## config.mk

```make
export PLATFORM = sky130hd
export DESIGN_NAME = fetch_pc_unit
export DESIGN_NICKNAME = d
export VERILOG_FILES = /design/src/rtl/fetch_pc_unit.sv
export SDC_FILE = /design/constraint.sdc
export NUM_CORES = 1
export LEC_CHECK = 0
export CAP_MARGIN = 30
export CORE_MARGIN = 2
export CORE_UTILIZATION = 29
export CTS_CLUSTER_SIZE = 20
export DETAILED_ROUTE_END_ITERATION = 16
export PLACE_DENSITY = 0.69
export SETUP_SLACK_MARGIN = 0.1
export SLEW_MARGIN = 15
export SYNTH_ARGS = -nofsm -noshare
export SYNTH_HDL_FRONTEND = slang
export SYNTH_SLANG_ARGS = --single-unit
```

## constraint.sdc

```tcl
create_clock -name core_clk -period 2.4 [get_ports core_clk]
set_input_delay 0.24 -clock core_clk [delete_from_list [all_inputs] [get_ports core_clk]]
set_output_delay 0.24 -clock core_clk [all_outputs]
set_load 0.05 [all_outputs]
```

## src/rtl/fetch_pc_unit.sv

```systemverilog
// Fetch PC generator: holds the architectural fetch PC, issues it over valid/ready,
// arbitrates trap/execute/decode redirects, and manages boot delay and halt/resume.
module fetch_pc_unit #(
  parameter int unsigned  XLEN       = 64,
  parameter logic [63:0]  RESET_PC   = 64'h0000_0000_8000_0000,
  parameter int unsigned  INST_BYTES = 4,
  parameter int unsigned  EPOCH_W    = 2,
  parameter int unsigned  BOOT_DELAY = 1
) (
  input  logic               core_clk,
  input  logic               core_rst,
  input  logic               trap_valid,
  input  logic [XLEN-1:0]    trap_pc,
  input  logic               ex_redirect_valid,
  input  logic [XLEN-1:0]    ex_redirect_pc,
  input  logic               id_redirect_valid,
  input  logic [XLEN-1:0]    id_redirect_pc,
  input  logic               stall,
  input  logic               halt_req,
  input  logic               resume,
  input  logic               pc_ready,
  output logic [XLEN-1:0]    pc,
  output logic               pc_valid,
  output logic [EPOCH_W-1:0] pc_epoch,
  output logic               flush_front,
  output logic               pc_misalign,
  output logic               halted
);

  localparam int unsigned BOOT_CW = (BOOT_DELAY > 1) ? $clog2(BOOT_DELAY) : 1;

  typedef enum logic [1:0] {
    ST_BOOT = 2'd0,
    ST_RUN  = 2'd1,
    ST_HALT = 2'd2
  } state_t;

  state_t               state_q, state_d;
  logic [BOOT_CW-1:0]   boot_cnt_q, boot_cnt_d;
  logic [XLEN-1:0]      pc_d;
  logic [EPOCH_W-1:0]   epoch_d;
  logic                 flush_d;
  logic                 redirect;
  logic [XLEN-1:0]      redirect_target;
  logic                 fire;

  // Highest-priority redirect source wins; bit 0 of the target is always dropped
  always_comb begin
    redirect        = 1'b1;
    redirect_target = trap_pc;
    if (trap_valid) begin
      redirect_target = trap_pc;
    end else if (ex_redirect_valid) begin
      redirect_target = ex_redirect_pc;
    end else if (id_redirect_valid) begin
      redirect_target = id_redirect_pc;
    end else begin
      redirect = 1'b0;
    end
    redirect_target[0] = 1'b0;
  end

  assign fire = pc_valid & pc_ready & ~stall;

  // Next-state, next-PC and epoch/flush generation
  always_comb begin
    state_d    = state_q;
    boot_cnt_d = boot_cnt_q;
    pc_d       = pc;
    epoch_d    = pc_epoch;
    flush_d    = 1'b0;

    unique case (state_q)
      ST_BOOT: begin
        boot_cnt_d = boot_cnt_q + BOOT_CW'(1);
        if (boot_cnt_q == BOOT_CW'(BOOT_DELAY - 1)) begin
          state_d = ST_RUN;
        end
      end
      ST_RUN: begin
        if (halt_req) begin
          state_d = ST_HALT;
        end
      end
      ST_HALT: begin
        if (resume) begin
          state_d = ST_RUN;
        end
      end
      default: state_d = ST_BOOT;
    endcase

    // Redirects apply in RUN and HALT; sequential advance only while issuing
    if (state_q != ST_BOOT) begin
      if (redirect) begin
        pc_d    = redirect_target;
        epoch_d = pc_epoch + EPOCH_W'(1);
        flush_d = 1'b1;
      end else if (state_q == ST_RUN && fire) begin
        pc_d = pc + XLEN'(INST_BYTES);
      end
    end
  end

  always_ff @(posedge core_clk or posedge core_rst) begin
    if (core_rst) begin
      state_q     <= ST_BOOT;
      boot_cnt_q  <= '0;
      pc          <= XLEN'(RESET_PC);
      pc_valid    <= 1'b0;
      pc_epoch    <= '0;
      flush_front <= 1'b0;
      halted      <= 1'b0;
    end else begin
      state_q     <= state_d;
      boot_cnt_q  <= boot_cnt_d;
      pc          <= pc_d;
      pc_valid    <= (state_d == ST_RUN);
      pc_epoch    <= epoch_d;
      flush_front <= flush_d;
      halted      <= (state_d == ST_HALT);
    end
  end

  // Misalignment is only possible with 4-byte instructions
  generate
    if (INST_BYTES == 4) begin : g_misalign4
      assign pc_misalign = pc[1];
    end else begin : g_misalign2
      assign pc_misalign = 1'b0;
    end
  endgenerate

endmodule

```

## Yosys cells after proc, flatten, opt, wreduce, memory -nomap -nowiden

Cells that the tools add are included.

- Add/subtract/negate cells: 3
- Equality and inequality tests: 4
- Muxes and demuxes: 14
- Bitwise gates (word level): 3
- Reductions and logical operators: 6

Operators with widths:

| operator | number |
|---|---|
| 64-bit two-way mux | 5 |
| 64-bit by 3-bit adder with 64-bit output (second input constant) | 1 |
| 2-bit two-way mux | 3 |
| 2-bit case mux with 3 select lines | 1 |
| 1-bit two-way mux | 5 |
| 2-bit by 1-bit equality test with 1-bit output (second input constant) | 2 |
| 2-bit equality test (second input constant) | 2 |
| 2-bit AND reduction | 2 |
| 2-bit nonzero test | 2 |
| 2-bit by 1-bit adder with 2-bit output (second input constant) | 1 |
| 1-bit AND | 2 |
| 2-bit zero test | 1 |
| 1-bit adder (second input constant) | 1 |
| 1-bit logical AND | 1 |
| 1-bit NOT | 1 |

- Flip-flop bits (word level): 72
- Logic and storage cells: 37

## Logic depth before layout (Yosys ltp)

- Word-level depth: 5
- Depth in mapped cells: 9
- Mapped depth without buffers: 6

## Least setup slack after synthesis

Ideal clock, no wire load.

- Path type: register -> register
- Start point: register pc[2]
- End point: register pc[56]
- Setup time: 0.135 ns
- Data arrival time: 2.533 ns
- Slack: -0.268 ns
- Stages on the path, launching flop included: 8
- Path buffers: 1
- Clock period less this slack: 2.668 ns
- Cells stage by stage: dfrtp_1 > ha_1 > clkbuf_1 > nand4_1 > or4_4 > nor4_4 > mux2i_1 > o211ai_1

- Word-level cells in the longest chain between the ends: 3

RTL lines:

| element | RTL line | RTL |
|---|---|---|
| from (decl) | 22 | `output logic [XLEN-1:0] pc,` |
| from (signal assigned) | 109 | `pc <= XLEN'(RESET_PC);` |
| from (signal assigned) | 117 | `pc <= pc_d;` |
| 64-bit by 3-bit adder with 64-bit output | 100 | `pc_d = pc + XLEN'(INST_BYTES);` |
| 64-bit two-way mux | 99 | `end else if (state_q == ST_RUN && fire) begin` |
| 64-bit two-way mux | 95 | `if (redirect) begin` |

Every way passes these cells. The select of a mux whose other input is x is not followed.
A chain may end at the register's enable or synchronous reset.

## Worst setup path after layout

- Start point: register pc[31]
- End point: register pc[43]

Same word-level chain as after synthesis.

==> run metrics <==
status completed; crit-path max FO 6; leakage 3.580 nW; Post-Syn Area 5908 µm²; CP startpoint kind flop; count of hold-fix buffers inserted at cts 0; R2R Path Start pc[31]$_DFFE_PP1P_; Clock transition at path regs roughly 0.06 ns; number of H-tree levels 3; max-cap check violation count 0; Multi-input gate area 3842 µm²; final worst-path cycle share 0.9205; final setup fails 0; Worst Clk Skew 0.01060 ns; crit path max-delay cell type dfstp_2; Comb pwr share 0.608; largest net degree at the start of global routing 127; DP HPWL 18510 µm; Seq/Total Area, Yosys 0.3009; Crit path required time 2.64 ns; Cells after Synth 793; PwrDens ~1100 nW/µm²; die area about 22000 µm²; synth warn 0; worst hold path class in2async; layout cells sized above 1 0.1146; Cell variety after synth 67; crit-path max cell delay around 0.58 ns; vias in the first global route 7089; Initial Util 0.2939; Crit path arrival time between 2 and 2.5 ns; clock latency on the worst-skew pair 0.35 ns; WL per Instance around 19 µm; most frequent cells in the layout clkdlybuf4s50_1, nand2_1, o21ai_0, dfrtp_1, buf_4; Worst Setup SP pc[31]$_DFFE_PP1P_; Port Buf Inserts 266; I/O pin count 271; min cycle time layout approximately 2.2 ns; Peak Freq roughly 450 MHz; Die Wd 146.7 µm; total wire length around 25000 µm; number of synthesized flops with an enable pin 0; initial antenna violation count 2; FF/Latch Area 1794 µm²; Int Power 5.212 mW; DRT Pass-1 Iters 5; routed vias/inst 5.581; Clock Sinks ~70; predominant post-synthesis flop cell dfrtp_1; DRT iter0 DRCs 688; CTS Buf Count 9; TNS Setup 0 ns; Placeable Area 20100 µm²; #FFs+latches synth 71; residual DRC count 0; CTS tree done; total power draw 10.68 mW; CP Cell Sequence nand4_1 -> or3_1 -> nor4_4 -> a21oi_1 -> a311o_1; RSZ-0062 raised after global routing true; part of the power in the clock network 0.143; FILL cells a little under 2000; ANT nets after route 0; GPL Wtd Cong between 0.8 and 0.9; num rows 52; Area Overhead vs Synth 62.60%; Max IR drop VDD 0.4887 mV; Seq pwr share 0.249; setup ws final 0.1908 ns; via count 7456; Place WS 0.02736 ns; Final #Nets 1262; grt total ovfl 0; Setup CP Type reg2reg; Worst setup EP type flop; final cell count without fillers about 1300; syn nets 995; Rel. slew slack 0.6329; first-pass GRT wire length 39040 µm; die height 146.7 µm; P_sw around 5.5 mW; placed cells about 1300; CTS Buffer Depth 2; final slew viol count 0; CTS root buffer clkbuf_16; Async SR Flop Fraction 1.000; Worst-Margin Slew about 0.55 ns; GRT Total Usage 0.2270; Switching Share 0.5119; commonest non-fill, non-tap cell in the layout clkdlybuf4s50_1; final-report hold violation count 0; mean area per synthesized cell 7.450 µm²; fin util 0.4778
-- path summary, 6_finish.rpt --
kind | to | slack [ns] | depth (start not counted)
max in group asynchronous | pc[31]$_DFFE_PP1P_ | 1.75 | 3
min | flush_front$_DFF_PP0_ | 0.30 | 3
max reg2reg | pc[43]$_DFFE_PP0P_ | 0.19 | 5
min reg2reg | pc_epoch[1]$_DFFE_PP0P_ | 0.47 | 1
min in group core_clk | pc[58]$_DFFE_PP0P_ | 0.45 | 5
max | pc[43]$_DFFE_PP0P_ | 0.19 | 5
-- cell usage after synthesis, drive strengths merged, types with 6 or more instances --
| library cell | number | area share |
|---|---|---|
| a21oi | 38 | 0.032 |
| a221oi | 12 | 0.018 |
| a22oi | 52 | 0.066 |
| a31oi | 15 | 0.016 |
| and2 | 8 | 0.0085 |
| and3 | 6 | 0.0064 |
| and4 | 15 | 0.023 |
| buf | 23 | 0.019 |
| clkbuf | 52 | 0.033 |
| dfrtp | 70 | 0.30 |
| inv | 11 | 0.0070 |
| nand2 | 110 | 0.070 |
| nand3 | 35 | 0.030 |
| nand4 | 36 | 0.040 |
| nor2 | 38 | 0.024 |
| nor2b | 13 | 0.014 |
| nor3 | 31 | 0.026 |
| nor4 | 25 | 0.035 |
| o21ai | 92 | 0.078 |
| o22ai | 13 | 0.014 |
| o2bb2ai | 12 | 0.018 |
| or3 | 9 | 0.0095 |
| or4 | 7 | 0.0095 |
-- layout make-up --
| type | count | share of cell area |
|---|---|---|
| diodes | 1 | 0.0002605 |
| inverters | 11 | 0.004298 |
| flip-flops and latches | 71 | 0.1868 |
| repair buffers | 331 | 0.3389 |
| multi-input cells | 636 | 0.4000 |
| well taps | 270 | 0.03517 |
| clock inverters | 5 | 0.008336 |
| clock buffers | 11 | 0.02631 |
-- critical path: cells and delay by family, from the launching register on --
family / cells / cell delay [ns]
AOI/OAI and AO/OA: 2 / 0.40
DFF: 1 / 0.58
and+or+nand+nor: 3 / 1.12
-- logic make-up after synthesis --
logic type                 synth area share
xor gates and xnor gates           0.004448
adders and majority gates          0.002117
muxes                              0.008471
DFF                                  0.3009
buffers and inverters               0.05930
and+or+nand+nor                      0.3223
AOI/OAI and AO/OA                    0.3018
other                             0.0006347
-- flip-flops by register name, summed over array words and instances, names as in the netlist --
name,cells
boot_cnt_q,1
pc_epoch,2
pc_valid,1
pc,63
halted,1
flush_front,1
state_q,2
-- repair_timing --
item,4_1_cts,5_1_grt
buffers inserted,0,4
endpoints found under the setup margin,0,8
resized for setup,0,4
-- power groups by stage --
stage               Sequential [mW]  Combinational, mW  Clock (mW)
floorplan                      4.45               1.89           0
global placement               2.62               6.43           0
detailed placement             2.65               6.49           0
CTS                            2.63               6.51        1.54
global route                   2.78               6.89        1.61
finish                         2.66               6.49        1.53
-- per-layer routing --
metal | wire length (µm) | global-route usage | vias to the layer above | part of all wire
li1 | - | - | 3589 | -
met1 | 10240 | 0.2888 | 3484 | 0.41
met2 | 12190 | 0.3847 | 349 | 0.49
met3 | 1843 | 0.04907 | 34 | 0.074
met4 | 501 | 0.07233 | 0 | 0.020
met5 | 0 | 0 | - | 0
-- metrics by stage --
stage | hold slack (ns) | instance area [µm²]
2_1_floorplan | 0.3291 | 5934
3_3_place_gp | 0.4698 | 9221
3_5_place_dp | 0.4712 | 9221
4_1_cts | 0.3211 | 9554
6_report | 0.3047 | 9607
5_1_grt | 0.3570 | 9604
Note: power is estimated with default switching activity, not from simulation.
